`src/rtl/counter_run_controller_pkg.sv`:
```
// Shared definitions for the counter run controller: FSM state encoding
// and default tally width.
package counter_run_controller_pkg;

    typedef enum logic [2:0] {
        ST_IDLE     = 3'd0,
        ST_CLEAR    = 3'd1,
        ST_COUNT    = 3'd2,
        ST_WAIT_ACK = 3'd3,
        ST_ERROR    = 3'd4
    } state_t;

    localparam int RUN_W_DEFAULT = 8;

endpackage

```
`src/rtl/counter_run_controller_watchdog.sv`:
```
// Watchdog for the COUNT phase: reloads to zero, counts up on request and
// flags the last permitted cycle.
module run_watchdog #(
    parameter int TIMEOUT = 64
) (
    input  logic clk,
    input  logic rst,
    input  logic load,
    input  logic inc,
    output logic expired
);

    localparam int W = (TIMEOUT > 1) ? $clog2(TIMEOUT) : 1;
    localparam logic [W-1:0] LAST = W'(TIMEOUT - 1);

    logic [W-1:0] count;

    always_ff @(posedge clk or posedge rst) begin
        if (rst) begin
            count <= '0;
        end else if (load) begin
            count <= '0;
        end else if (inc) begin
            count <= count + 1'b1;
        end
    end

    assign expired = (count == LAST);

endmodule

```
`src/rtl/counter_run_controller.sv`:
```
// Sequences one counting run of the counter datapath: clear, count until
// done or watchdog abort, then hold until software acknowledges.
module counter_run_controller
    import counter_run_controller_pkg::*;
#(
    parameter int TIMEOUT = 64,
    parameter int RUN_W   = RUN_W_DEFAULT
) (
    input  logic             clk,
    input  logic             rst,
    input  logic             start,
    input  logic             ack,
    input  logic             done,
    output logic             en,
    output logic             clear,
    output logic             busy,
    output logic             ready,
    output logic             irq,
    output logic             timeout_err,
    output logic             overrun,
    output logic [RUN_W-1:0] run_count
);

    state_t           state_reg;
    state_t           state_next;
    logic             recover_reg;
    logic             irq_reg;
    logic             overrun_reg;
    logic [RUN_W-1:0] run_count_reg;
    logic             wd_load;
    logic             wd_inc;
    logic             wd_expired;

    run_watchdog #(
        .TIMEOUT (TIMEOUT)
    ) u_watchdog (
        .clk     (clk),
        .rst     (rst),
        .load    (wd_load),
        .inc     (wd_inc),
        .expired (wd_expired)
    );

    always_comb begin
        state_next = state_reg;
        case (state_reg)
            ST_IDLE:     if (start) state_next = ST_CLEAR;
            // A CLEAR entered from ERROR only scrubs the datapath, then idles.
            ST_CLEAR:    state_next = recover_reg ? ST_IDLE : ST_COUNT;
            ST_COUNT: begin
                if (done) begin
                    state_next = ST_WAIT_ACK;
                end else if (wd_expired) begin
                    state_next = ST_ERROR;
                end
            end
            ST_WAIT_ACK: if (ack) state_next = ST_IDLE;
            ST_ERROR:    if (ack) state_next = ST_CLEAR;
            default:     state_next = ST_IDLE;
        endcase
    end

    assign wd_load = (state_reg == ST_CLEAR);
    assign wd_inc  = (state_reg == ST_COUNT) && !done && !wd_expired;

    always_ff @(posedge clk or posedge rst) begin
        if (rst) begin
            state_reg     <= ST_IDLE;
            recover_reg   <= 1'b0;
            irq_reg       <= 1'b0;
            overrun_reg   <= 1'b0;
            run_count_reg <= '0;
        end else begin
            state_reg   <= state_next;
            recover_reg <= (state_reg == ST_ERROR) && ack;
            irq_reg     <= ((state_next == ST_WAIT_ACK) && (state_reg != ST_WAIT_ACK)) ||
                           ((state_next == ST_ERROR) && (state_reg != ST_ERROR));
            if (ack) begin
                overrun_reg <= 1'b0;
            end else if (start && (state_reg != ST_IDLE)) begin
                overrun_reg <= 1'b1;
            end
            if ((state_reg == ST_COUNT) && done && (run_count_reg != {RUN_W{1'b1}})) begin
                run_count_reg <= run_count_reg + 1'b1;
            end
        end
    end

    assign en          = (state_reg == ST_COUNT);
    assign clear       = (state_reg == ST_CLEAR);
    assign busy        = ((state_reg == ST_CLEAR) && !recover_reg) || (state_reg == ST_COUNT);
    assign ready       = (state_reg == ST_WAIT_ACK);
    assign timeout_err = (state_reg == ST_ERROR);
    assign irq         = irq_reg;
    assign overrun     = overrun_reg;
    assign run_count   = run_count_reg;

endmodule
```
`config.mk`:
```
export PLATFORM = sky130hd
export DESIGN_NAME = counter_run_controller
export DESIGN_NICKNAME = d
export VERILOG_FILES = /design/src/rtl/counter_run_controller_pkg.sv /design/src/rtl/counter_run_controller_watchdog.sv /design/src/rtl/counter_run_controller.sv
export SDC_FILE = /design/constraint.sdc
export NUM_CORES = 1
export LEC_CHECK = 0
export ABC_CLOCK_PERIOD_IN_PS = 2900
export BUFFER_PORTS_ARGS = -buffer_cell sky130_fd_sc_hd__buf_2
export CAP_MARGIN = 20
export CORE_UTILIZATION = 40
export CTS_BUF_LIST = sky130_fd_sc_hd__clkbuf_8
export DETAILED_ROUTE_END_ITERATION = 6
export GPL_ROUTABILITY_DRIVEN = 1
export SLEW_MARGIN = 20
export SYNTH_ARGS = -nofsm -noshare
export SYNTH_HDL_FRONTEND = slang
export SYNTH_SLANG_ARGS = --single-unit
```
`constraint.sdc`:
```
create_clock -name clk -period 2.9 [get_ports clk]
set_input_delay 0.29 -clock clk [delete_from_list [all_inputs] [get_ports clk]]
set_output_delay 0.29 -clock clk [all_outputs]
set_load 0.1 [all_outputs]
```
* Word-level counts from Yosys, hierarchy flattened *
Cells that the tools add are included.

word-level totals
  word-level logic and storage cells = 47
  output and inout bits = 15
  flip-flop bits (word level) = 20
  input bits = 5

operators by class
  equal/unequal tests = 10
  reduce and logical (&&, ||, !) cells = 18
  $add $sub $neg = 2
  multiplexer cells = 11

operators by type and width
  cell                   number
  $mux W3                5
  $pmux W3 S5            1
  $mux W6                2
  $eq A3 B2 Y1 const B   3
  $logic_and A1 B1 Y1    9
  $add A8 B1 Y8 const B  1
  $ne A8 B8 Y1 const B   1
  $add A6 B1 Y6 const B  1
  $eq A3 B3 Y1 const B   2
  $eq A6 B6 Y1 const B   1
  $reduce_bool A2 Y1     2
  $eq A3 B1 Y1 const B   1
  $logic_not A1 Y1       3
  $logic_not A3 Y1       1
  $ne A3 B2 Y1 const B   1
  $ne A3 B3 Y1 const B   1
  $reduce_bool A3 Y1     1
  $logic_or A1 B1 Y1     2
  $mux W1                2
  $mux W2                1

* Logic depth before layout (Yosys ltp) *
Gate-level depths: netlist of run 1.

  depth in word-level cells = 7
  gate-level depth with buffers = 7
  gate-level depth less buffers = 6

* Cells and area by module *
From an unflattened synthesis of run 1, not the netlist that was laid out.

unflattened totals
  cell total of the unflattened synthesis = 103
  area total of the unflattened synthesis = 1067.3 µm²

modules (own cells, without submodules)
  module                  times used  area an instance (µm²)  cells an instance  seq. area each (µm²)
  counter_run_controller  1           785.8                   76                 350.3
  run_watchdog            1           281.5                   27                 150.1

* Worst setup path before layout of run 1 *
OpenSTA, ideal clock, no wires.

  path type = flip-flop to output port
  from = reg state_reg[0]
  to = out busy
  arrival time = 2846 ps
  buffers on the path = 1
  slack = -236 ps
  data required time = 2610 ps
  cell stages (with the launch flop) = 4
  cells stage by stage = dfrtp_1 -> clkbuf_1 -> nand2_1 -> o21ai_0

between the ends
  word-level cells in the longest chain between the ends = 3
  elaborated cells between the ends (all ways) = 4
  classes of those cells = eq/ne (2); reduce/logical (2)

ends and longest elaborated chain
  item                      line                          RTL
  start: declaration        counter_run_controller.sv:24  state_t state_reg;
  start signal: assignment  counter_run_controller.sv:74  state_reg <= state_next;
  $eq A3 B1 Y1              counter_run_controller.sv:91  assign busy = ((state_reg == ST_CLEAR) && !recover_reg) || (state_reg == ST_COUNT);
  $logic_and A1 B1 Y1       counter_run_controller.sv:91
  $logic_or A1 B1 Y1 *      counter_run_controller.sv:91
  end: declaration          counter_run_controller.sv:16  output logic busy,

Every way passes the cells marked *; elsewhere a longest branch is shown, timed or not.

* Final worst setup path of run 1 *
  from = reg state_reg[1]
  to = out clear

between the ends
  word-level cells in the longest chain between the ends = 1

ends and longest elaborated chain
  item              line                          RTL
  $eq A3 B1 Y1      counter_run_controller.sv:90  assign clear = (state_reg == ST_CLEAR);
  end: declaration  counter_run_controller.sv:15  output logic clear,

No other way between the ends.

==> impl_metrics.yaml, run 1 <==
cells_and_area:
  fillCellCount: 232
  synthToLayoutAreaGrowth_pct: 16.27
  diodes: 0
  largest_reg_flops: 8
  final_cell_count_no_fill: 155
  multi_input_area_sq_um: 520.5
  register_area_sq_um: 500.5
  drive_above_1_share: 0.2640
  nNetsFinal: 133
flow_run:
  max_cap_viol_count: 0
clocking:
  cts_hold_buf: 0
  clk_path_buf_depth: 2
  cts_tree: "done"
  numClockSinks: 20
  path_clk_slew_ns: 0.07
  cts_buffers: 3
  clk_latency_ns: 0.25
  postCtsResizedCells: 0
  htreeDepth: 1
  cts_setup_buffers: 0
  cts-root-buf: "clkbuf_8"
timing:
  slew_headroom: 0.5060
  period_share: 0.6526
  tightest_slew_ns: 0.7402
  final_max_slew_viol_count: 0
  hold_violations: 0
  setup_violations: 0
  fin_skew_ns: 0.002061
  tns_ns: 0
  post-route-min-period_ns: 1.892
  hold_ws_ns: 0.1540
  fmax_mhz: 528.4
  rsz0062_at_grt: "false"
critical_path:
  cpPeakStageDelay_ns: 0.48
  crit-reg2reg-launch: "state_reg[1]$_DFF_PP0_"
  r2r_end: "run_count[5]$_DFFE_PP0P_"
  cp.buffers_inverters: 2
  critPathMaxFanout: 9
  crit_chain: "nor2_1, nand2_1, inv_1, buf_2"
  cp.arrival_ns: 1.60
  critical-path-top-delay-family: "buffers and inverters"
  slowest_stage: "dfrtp_1"
  cp-end-kind: "output pin"
  worst_ep_required_time_ns: 2.61
  startpoint_type: "flop"
  path_class: "reg -> out"
  reg2reg_slack_ns: 1.21
  rr_worst_depth: 6
floorplanning:
  ios: 20
  std_cell_rows: 18
  die-area_sq_mm: 0.002862
  start_util: 0.4244
  core_sq_mm: 0.002500
  die_w_um: 53.50
  dieHeight_um: 53.50
grt:
  grt_overflow_total: 0
  grt_util_all_layers: 0.1472
  grt_pass1_wl_um: 3042
  grt_max_degree: 21
  antenna_found_initial: 0
  first_global_vias: 720
logic_synthesis:
  ys_seq_area_frac: 0.4717
  syn_inst: 104
  synth_cell_type_count: 35
  synth.avg_cell_area_sq_um: 10.20
  syn-num-nets: 111
  netlist_area_sq_mm: 0.001061
  yosys_warnings: 0
  ys_ff_latch: 20
routing:
  via_count: 804
  final_antenna_net_count: 0
  drcViolationCount: 0
  drtPass1Iterations: 4
  vias_per_cell: 5.187
  routedWlPerCell_um: 12.18
  drt-initial-drc-count: 7
  totalWireLength_um: 1888
place:
  dp.cells: 151
  gp_congestion: 0.7871
  dp_hpwl_um: 1418
  port_buffers: 19
worst_hold_path:
  hold_path.class: "in -> async"
status:
  status: "finished clean"
==> through the flow <==
| stage | worst slack, ns | util | instance area [sq um] |
|---|---|---|---|
| floorplan | 0.5202 | - | 1061 |
| CTS | 0.9991 | 0.4935 | 1234 |
| detailed placement | 1.217 | 0.4715 | 1179 |
| global placement | 1.273 | 0.4715 | 1179 |
| finish | 1.008 | 0.4935 | 1234 |
| global route | 0.9289 | 0.4935 | 1234 |
==> kinds of logic (layout without fill, tap and decap cells) <==
group | after synthesis | after routing | share of synthesized area
buffers and inverters | 8 | 29 | 0.03774
AO/OA/AOI/OAI | 15 | 15 | 0.09082
XOR/XNOR | 3 | 3 | 0.02477
multiplexers | 10 | 10 | 0.1026
AND/OR/NAND/NOR | 46 | 46 | 0.2488
adder cells (fa/ha/maj) | 2 | 2 | 0.02358
flip-flops | 20 | 20 | 0.4717
==> Yosys cell counts <==
cell type,n,share of area
a211oi_1,1,0.0071
a21oi_1,6,0.028
a31o_2,1,0.0083
a31oi_1,1,0.0059
a41oi_1,1,0.0083
and2_1,2,0.012
and3_1,2,0.012
and4_1,2,0.017
and4_4,1,0.011
buf_6,1,0.011
clkbuf_1,1,0.0035
dfrtp_1,20,0.47
ha_1,2,0.024
inv_1,5,0.018
inv_4,1,0.0059
mux2_2,3,0.032
mux2_4,1,0.014
mux2i_1,6,0.057
nand2_1,14,0.050
nand2b_1,2,0.012
nand2b_4,1,0.013
nand3_1,5,0.024
nand3b_1,1,0.0071
nand4_1,3,0.018
nand4_2,1,0.012
nor2_1,6,0.021
nor2b_1,2,0.012
nor2b_4,1,0.013
nor3_1,1,0.0047
o21ai_0,2,0.0094
o21bai_1,1,0.0071
o22a_1,2,0.017
or2b_1,1,0.0071
or3_1,1,0.0059
xnor2_1,3,0.025
==> metal layers <==
metal | vias to the layer above | global-route usage | routed length [um]
met2 | 12 | 0.2271 | 843
li1 | 410 | - | -
met5 | - | 0 | 0
met1 | 380 | 0.1951 | 981
met4 | 0 | 0.06140 | 10
met3 | 2 | 0.03448 | 53
==> worst max-delay path by stage <==
stage                     slack (ns)  cells after the start                  endpoint              startpoint
after global routing            0.93                      4                     clear  state_reg[1]$_DFF_PP0_
after floorplan                 0.52                      3                      busy  state_reg[0]$_DFF_PP0_
final                           1.01                      4                     clear  state_reg[1]$_DFF_PP0_
after global placement          1.27                      6  run_count[5]$_DFFE_PP0P_  state_reg[1]$_DFF_PP0_
after CTS                        1.0                      4                     clear  state_reg[1]$_DFF_PP0_
after detailed placement        1.22                      6  run_count[5]$_DFFE_PP0P_  state_reg[1]$_DFF_PP0_
==> layout by cell type (no fill, tap or decap), types with 2 or more instances in the layout <==
| cell | instances |
|---|---|
| and3_1 | 2 |
| o22a_1 | 2 |
| mux2_2 | 3 |
| nand2b_1 | 2 |
| a21oi_1 | 6 |
| buf_2 | 19 |
| mux2i_1 | 6 |
| dfrtp_1 | 20 |
| inv_1 | 5 |
| and2_1 | 2 |
| nand2_1 | 14 |
| clkbuf_8 | 4 |
| nor2b_1 | 2 |
| and4_1 | 2 |
| nand4_1 | 3 |
| nor2_1 | 6 |
| xnor2_1 | 3 |
| ha_1 | 2 |
| nand3_1 | 5 |
==> final cells by class <==
cell class	count	share of cell area
Inverter	6	0.02028
Tap cell	30	0.03043
Sequential cell	20	0.4057
Timing Repair Buffer	19	0.07708
Multi-Input combinational cell	76	0.4219
Clock buffer	4	0.04462
Power of run 1 is not shown: default switching activity piles up to over one toggle a cycle in this logic, so the estimate is an artifact.
==> inputs of run 2 (changes only) <==
--- a/config.mk
+++ b/config.mk
@@ -5,7 +5,8 @@
 export SDC_FILE = /design/constraint.sdc
 export NUM_CORES = 1
 export LEC_CHECK = 0
-export ABC_CLOCK_PERIOD_IN_PS = 2900
+export ABC_AREA = 1
+export ABC_CLOCK_PERIOD_IN_PS = 1810
 export BUFFER_PORTS_ARGS = -buffer_cell sky130_fd_sc_hd__buf_2
 export CAP_MARGIN = 20
 export CORE_UTILIZATION = 40
==> constraint.sdc (replaced) <==
create_clock -name clk -period 1.81 [get_ports clk]
set_input_delay 0.181 -clock clk [delete_from_list [all_inputs] [get_ports clk]]
set_output_delay 0.181 -clock clk [all_outputs]
set_load 0.1 [all_outputs]
==> run 2 against run 1 <==
  * Critical path depth grew 1
  * Final cell count increased by 30%
  * Hold slack lost 0.049 ns
  * Cell area is 9.1% higher
  * Count of clock-buffer cells in the layout unchanged
  * Critical path type unchanged
  * Critical endpoint is now busy
  * Largest cell class unchanged
==> impl_metrics.yaml, run 2 <==
flow_run:
  max_cap_viol_count: 0
place:
  place_ws_ns: 0.2370
  port_buffers: 19
  gp_congestion: 0.7808
  dp_hpwl_um: 1588
routing:
  drcViolationCount: 0
  drt-initial-drc-count: 24
  via_count: 973
  routedWlPerCell_um: 10.79
  final_antenna_net_count: 0
  vias_per_cell: 4.841
  totalWireLength_um: 2168
  drtPass1Iterations: 4
cells_and_area:
  nNetsFinal: 179
  final_cell_mix: "nand2_1 (56), inv_1 (21), buf_2 (18)"
  largest_reg_flops: 8
  diodes: 0
  synthToLayoutAreaGrowth_pct: 21.72
  fillCellCount: 248
  drive_above_1_share: 0.2398
  final_common_cell: "nand2_1"
grt:
  first_global_vias: 803
  grt_pass1_wl_um: 3470
  antenna_found_initial: 0
  grt_util_all_layers: 0.1678
  grt_max_degree: 21
  grt_overflow_total: 0
status:
  status: "finished clean"
clocking:
  clk_path_buf_depth: 2
  cts_setup_buffers: 0
  path_clk_slew_ns: 0.07
  cts_buffers: 3
  numClockSinks: 20
  cts-root-buf: "clkbuf_8"
  cts_tree: "done"
  clk_latency_ns: 0.25
  htreeDepth: 1
timing:
  hold_violations: 0
  post-route-min-period_ns: 1.694
  fmax_mhz: 590.4
  rsz0062_at_grt: "false"
  period_share: 0.9358
  layout_setup_ws_ns: 0.1163
  tns_ns: 0
  slew_headroom: 0.6755
  tightest_slew_ns: 0.4901
  fin_skew_ns: 0.006195
  setup_violations: 0
  final_max_slew_viol_count: 0
floorplanning:
  die_w_um: 54.59
  ios: 20
  die-area_sq_mm: 0.002980
  dieHeight_um: 54.59
  core_sq_mm: 0.002545
  start_util: 0.4346
  std_cell_rows: 18
critical_path:
  slowest_stage: "dfrtp_1"
  path_class: "reg -> out"
  cp.arrival_ns: 1.51
  critPathMaxFanout: 7
  worst_ep_required_time_ns: 1.63
  cpPeakStageDelay_ns: 0.43
  startpoint_type: "flop"
  crit_chain: "inv_1, nand3_4, or2_2, nand2_1, buf_12"
  cp-end-kind: "output pin"
logic_synthesis:
  synth_top_area_frac: 0.4525
  syn_inst: 146
  synth_top_area_cell: "dfrtp_1"
  syn-num-nets: 153
  synth_most_common_cell: "nand2_1"
  synthTopCellsByArea: "dfrtp_1 (45%), nand2_1 (19%), inv_1 (7.1%)"
  yosys_warnings: 0
  synth_cell_type_count: 22
  netlist_area_sq_mm: 0.001106
  ys_seq_area_frac: 0.4525
  synth_ff_type: "dfrtp_1"
  synth.avg_cell_area_sq_um: 7.576
  synth_edf_count: 0
  synthTopCellsByCount: "nand2_1 (56), inv_1 (21), dfrtp_1 (20), nand3_1 (10), nand4_1 (8)"
  ys_ff_latch: 20
  async_flop_share: 1.000
pwr:
  p_leak_uw: 0.0007614
  total_power_uw: 2409
  vdd_drop_max_uv: 1750
  power.density_mw_per_mm2: 1789
worst_hold_path:
  hold_path.class: "in -> reg"
[run 2: cell count changes in the layout (fill, tap and decap cells not counted), sizes merged, moves of 5 or more]
cell and change:
nand2 +43, inv +17, nand3 +5, mux2i -6, nor2 +5
[run 2: path summary, 6_finish.rpt]
path	start	endpoint	slack (ns)	cells after the start
hold reg to reg	overrun$_DFFE_PP0P_	overrun$_DFFE_PP0P_	0.49	2
min in group asynchronous	rst	u_watchdog.count[1]$_DFFE_PP0P_	0.48	4
hold / removal	ack	overrun$_DFFE_PP0P_	0.11	2
max in group asynchronous	rst	run_count[3]$_DFFE_PP0P_	1.09	4
setup / recovery	state_reg[1]$_DFF_PP0_	busy	0.12	5
setup reg to reg	u_watchdog.count[0]$_DFFE_PP0P_	u_watchdog.count[3]$_DFFE_PP0P_	0.28	7
[run 2: cell families after synthesis]
family | count (synthesis) | synth area share
compound gates | 8 | 0.05430
xor+xnor | 4 | 0.03168
fa+ha+maj | 2 | 0.02262
buf+inv | 23 | 0.08032
flops | 20 | 0.4525
simple gates | 89 | 0.3586
[run 2: power by group]
group | switching, uW | internal (uW) | total [uW]
registers | 126 | 556 | 682
logic | 1100 | 294 | 1390
clock network | 140 | 193 | 333
[run 2: layer usage]
layer | global-route usage | up-vias | wire length (um)
li1 | - | 516 | -
met1 | 0.2222 | 430 | 1074
met2 | 0.2671 | 25 | 998
met3 | 0.03333 | 2 | 85
met4 | 0.06410 | 0 | 10
met5 | 0 | - | 0
[run 2: timing repair]
item / 4_1_cts / 5_1_grt
gates cloned: 0 / 0
resized for setup: 1 / 1
setup endpoints to repair: 2 / 1
pin swaps: 0 / 0
endpoints found under the hold margin: 20 / 0
hold buffers: 1 / 0
[run 2: layout make-up]
class,instances,area (sq um),share of cell area
Multi-Input combinational cell,103,529.3,0.3931
Sequential cell,20,508.0,0.3773
Timing Repair Buffer,21,127.6,0.09480
Inverter,23,88.84,0.06599
Clock buffer,4,55.05,0.04089
Tap cell,30,37.54,0.02788
[run 2: worst max-delay path, delay by kind of cell, from the launching register on]
family,cells,cell delay [ns]
buffers and inverters,2,0.30
flip-flops,1,0.43
AND/OR/NAND/NOR,3,0.53
[run 2: per-stage QoR]
step / instance area [sq um] / instances / hold WS (ns) / util
after floorplan: 1114 / 146 / 0.1444 / -
after global placement: 1269 / 196 / 0.2196 / 0.4985
after detailed placement: 1269 / 196 / 0.2228 / 0.4985
after CTS: 1339 / 201 / 0.09427 / 0.5261
after global routing: 1346 / 201 / 0.09603 / 0.5290
final: 1346 / 201 / 0.1054 / 0.5290
Note: power is estimated with default switching activity, not from simulation.
==> inputs of run 3 (changes only) <==
--- a/config.mk
+++ b/config.mk
@@ -6,7 +6,7 @@
 export NUM_CORES = 1
 export LEC_CHECK = 0
 export ABC_AREA = 1
-export ABC_CLOCK_PERIOD_IN_PS = 1810
+export ABC_CLOCK_PERIOD_IN_PS = 1500
 export BUFFER_PORTS_ARGS = -buffer_cell sky130_fd_sc_hd__buf_2
 export CAP_MARGIN = 20
 export CORE_UTILIZATION = 40
==> constraint.sdc (replaced) <==
create_clock -name clk -period 1.5 [get_ports clk]
set_input_delay 0.15 -clock clk [delete_from_list [all_inputs] [get_ports clk]]
set_output_delay 0.15 -clock clk [all_outputs]
set_load 0.1 [all_outputs]
==> run 3 against run 2 <==
  * Global-route usage grew 2.1 points
  * Clock skew fell by 0.00067 ns
  * Count of clock-buffer cells in the layout fell by 1
  * Critical path type unchanged
  * Critical endpoint unchanged
  * Highest routed layer unchanged
==> impl_metrics.yaml, run 3 (synthesis results as in run 2) <==
clocking:
  path_clk_slew_ns: 0.07
  clk_path_buf_depth: 2
  cts-root-buf: "clkbuf_8"
  cts_tree: "done"
  htreeDepth: 1
  cts_buffers: 3
  numClockSinks: 20
  clk_latency_ns: 0.26
floorplanning:
  die_w_um: 54.59
  ios: 20
  die-area_sq_mm: 0.002980
  dieHeight_um: 54.59
  core_sq_mm: 0.002545
  start_util: 0.4346
  std_cell_rows: 18
pwr:
  power.density_mw_per_mm2: 2143
  p_leak_uw: 0.0007970
  vdd_drop_max_uv: 2028
routing:
  vias_per_cell: 4.810
  drt-initial-drc-count: 16
  drtPass1Iterations: 4
  via_count: 1015
  drcViolationCount: 0
  totalWireLength_um: 2513
  final_antenna_net_count: 0
  routedWlPerCell_um: 11.91
timing:
  tns_ns: 0
  hold_violations: 0
  final_max_slew_viol_count: 0
  post-route-min-period_ns: 1.467
  slew_headroom: 0.6775
  rsz0062_at_grt: "true"
  fin_skew_ns: 0.005521
  tightest_slew_ns: 0.4872
  setup_violations: 0
  period_share: 0.9783
  fmax_mhz: 681.5
critical_path:
  crit_chain: "inv_1, nand3_2, or2_4, nand2_4, buf_12"
  cp-end-kind: "output pin"
  slowest_stage: "dfrtp_1"
  critPathMaxFanout: 4
  path_class: "reg -> out"
  cpPeakStageDelay_ns: 0.42
  cp.arrival_ns: 1.32
  startpoint_type: "flop"
  worst_ep_required_time_ns: 1.35
cells_and_area:
  diodes: 0
  final_cell_mix: "nand2_1 (55), inv_1 (17), buf_2 (14)"
  postLayoutCellArea_sq_mm: 0.001520
  nNetsFinal: 189
  multi_input_area_sq_um: 561.8
  drive_above_1_share: 0.3425
  synthToLayoutAreaGrowth_pct: 37.44
  largest_reg_flops: 8
  final_common_cell: "nand2_1"
  register_area_sq_um: 520.5
  fillCellCount: 223
grt:
  grt_max_degree: 21
  grt_pass1_wl_um: 3953
  first_global_vias: 920
  grt_overflow_total: 0
  grt_util_all_layers: 0.1892
  antenna_found_initial: 0
place:
  gp_congestion: 0.7756
  dp_hpwl_um: 1766
  dpl_cell_area_sq_mm: 0.001418
  port_buffers: 19
worst_hold_path:
  hold_path.class: "in -> reg"
flow_run:
  max_cap_viol_count: 0
status:
  status: "finished clean"
## run 3: cell types whose count changed in the layout (fill, tap and decap cells not counted), moves of 2 or more
cell        delta
buf_4          +8
buf_12         +4
buf_2          -4
dfrtp_4        +4
inv_1          -4
inv_2          +3
clkinvlp_4     +2
dfrtp_1        -2
dfrtp_2        -2
ha_1           -2
## run 3: repair_timing
| action | 4_1_cts | 5_1_grt |
|---|---|---|
| gates resized for setup | 1 | 6 |
| endpoints found under the hold margin | 20 | 0 |
| cloned | 0 | 1 |
| setup buffers | 3 | 0 |
| hold buffers | 1 | 0 |
| endpoints found under the setup margin | 1 | 17 |
| pin swaps | 1 | 3 |
## run 3: worst max-delay path: cells and delay by family, from the launching register on
family,cells,cell delay (ns)
DFF,1,0.42
buffers and inverters,2,0.24
and+or+nand+nor,3,0.40
## run 3: area by class of cell
type,count,share of cell area
Inverter,23,0.06337
Tap cell,30,0.02469
Clock buffer,3,0.02716
Sequential cell,20,0.3424
Multi-Input combinational cell,104,0.3695
Timing Repair Buffer,30,0.1704
Clock inverter,1,0.002469
## run 3: where the power goes
group | total, uW | internal (uW) | switching (uW)
Clock | 367 | 183 | 185
Sequential | 831 | 686 | 145
Combinational | 2060 | 618 | 1440
## run 3: stage by stage
step	instances	setup slack (ns)	util	total power, uW	hold slack, ns
floorplan	146	-0.07768	-	2252	0.1136
global placement	202	0.09591	0.5570	2804	0.1898
detailed placement	202	0.05584	0.5570	2820	0.1926
CTS	210	0.03308	0.5885	3215	0.06831
global route	211	-0.02238	0.5973	3417	0.06927
finish	211	0.03254	0.5973	3258	0.07206
## run 3: final timing paths
| check | start | depth (start not counted) | endpoint | slack [ns] |
|---|---|---|---|---|
| max in group asynchronous | rst | 4 | run_count[4]$_DFFE_PP0P_ | 0.80 |
| min in group asynchronous | rst | 4 | u_watchdog.count[5]$_DFFE_PP0P_ | 0.45 |
| max | state_reg[1]$_DFF_PP0_ | 5 | busy | 0.03 |
| max reg2reg | u_watchdog.count[0]$_DFFE_PP0P_ | 8 | u_watchdog.count[2]$_DFFE_PP0P_ | 0.11 |
| min reg2reg | overrun$_DFFE_PP0P_ | 2 | overrun$_DFFE_PP0P_ | 0.49 |
| min | ack | 2 | overrun$_DFFE_PP0P_ | 0.07 |
## run 3: per-layer routing
layer,global-route usage,share of wire,vias to the layer above
met4,0.03846,0.0084,0
met5,0,0,-
li1,-,-,533
met3,0.05833,0.037,4
met2,0.3213,0.47,17
met1,0.2336,0.48,461
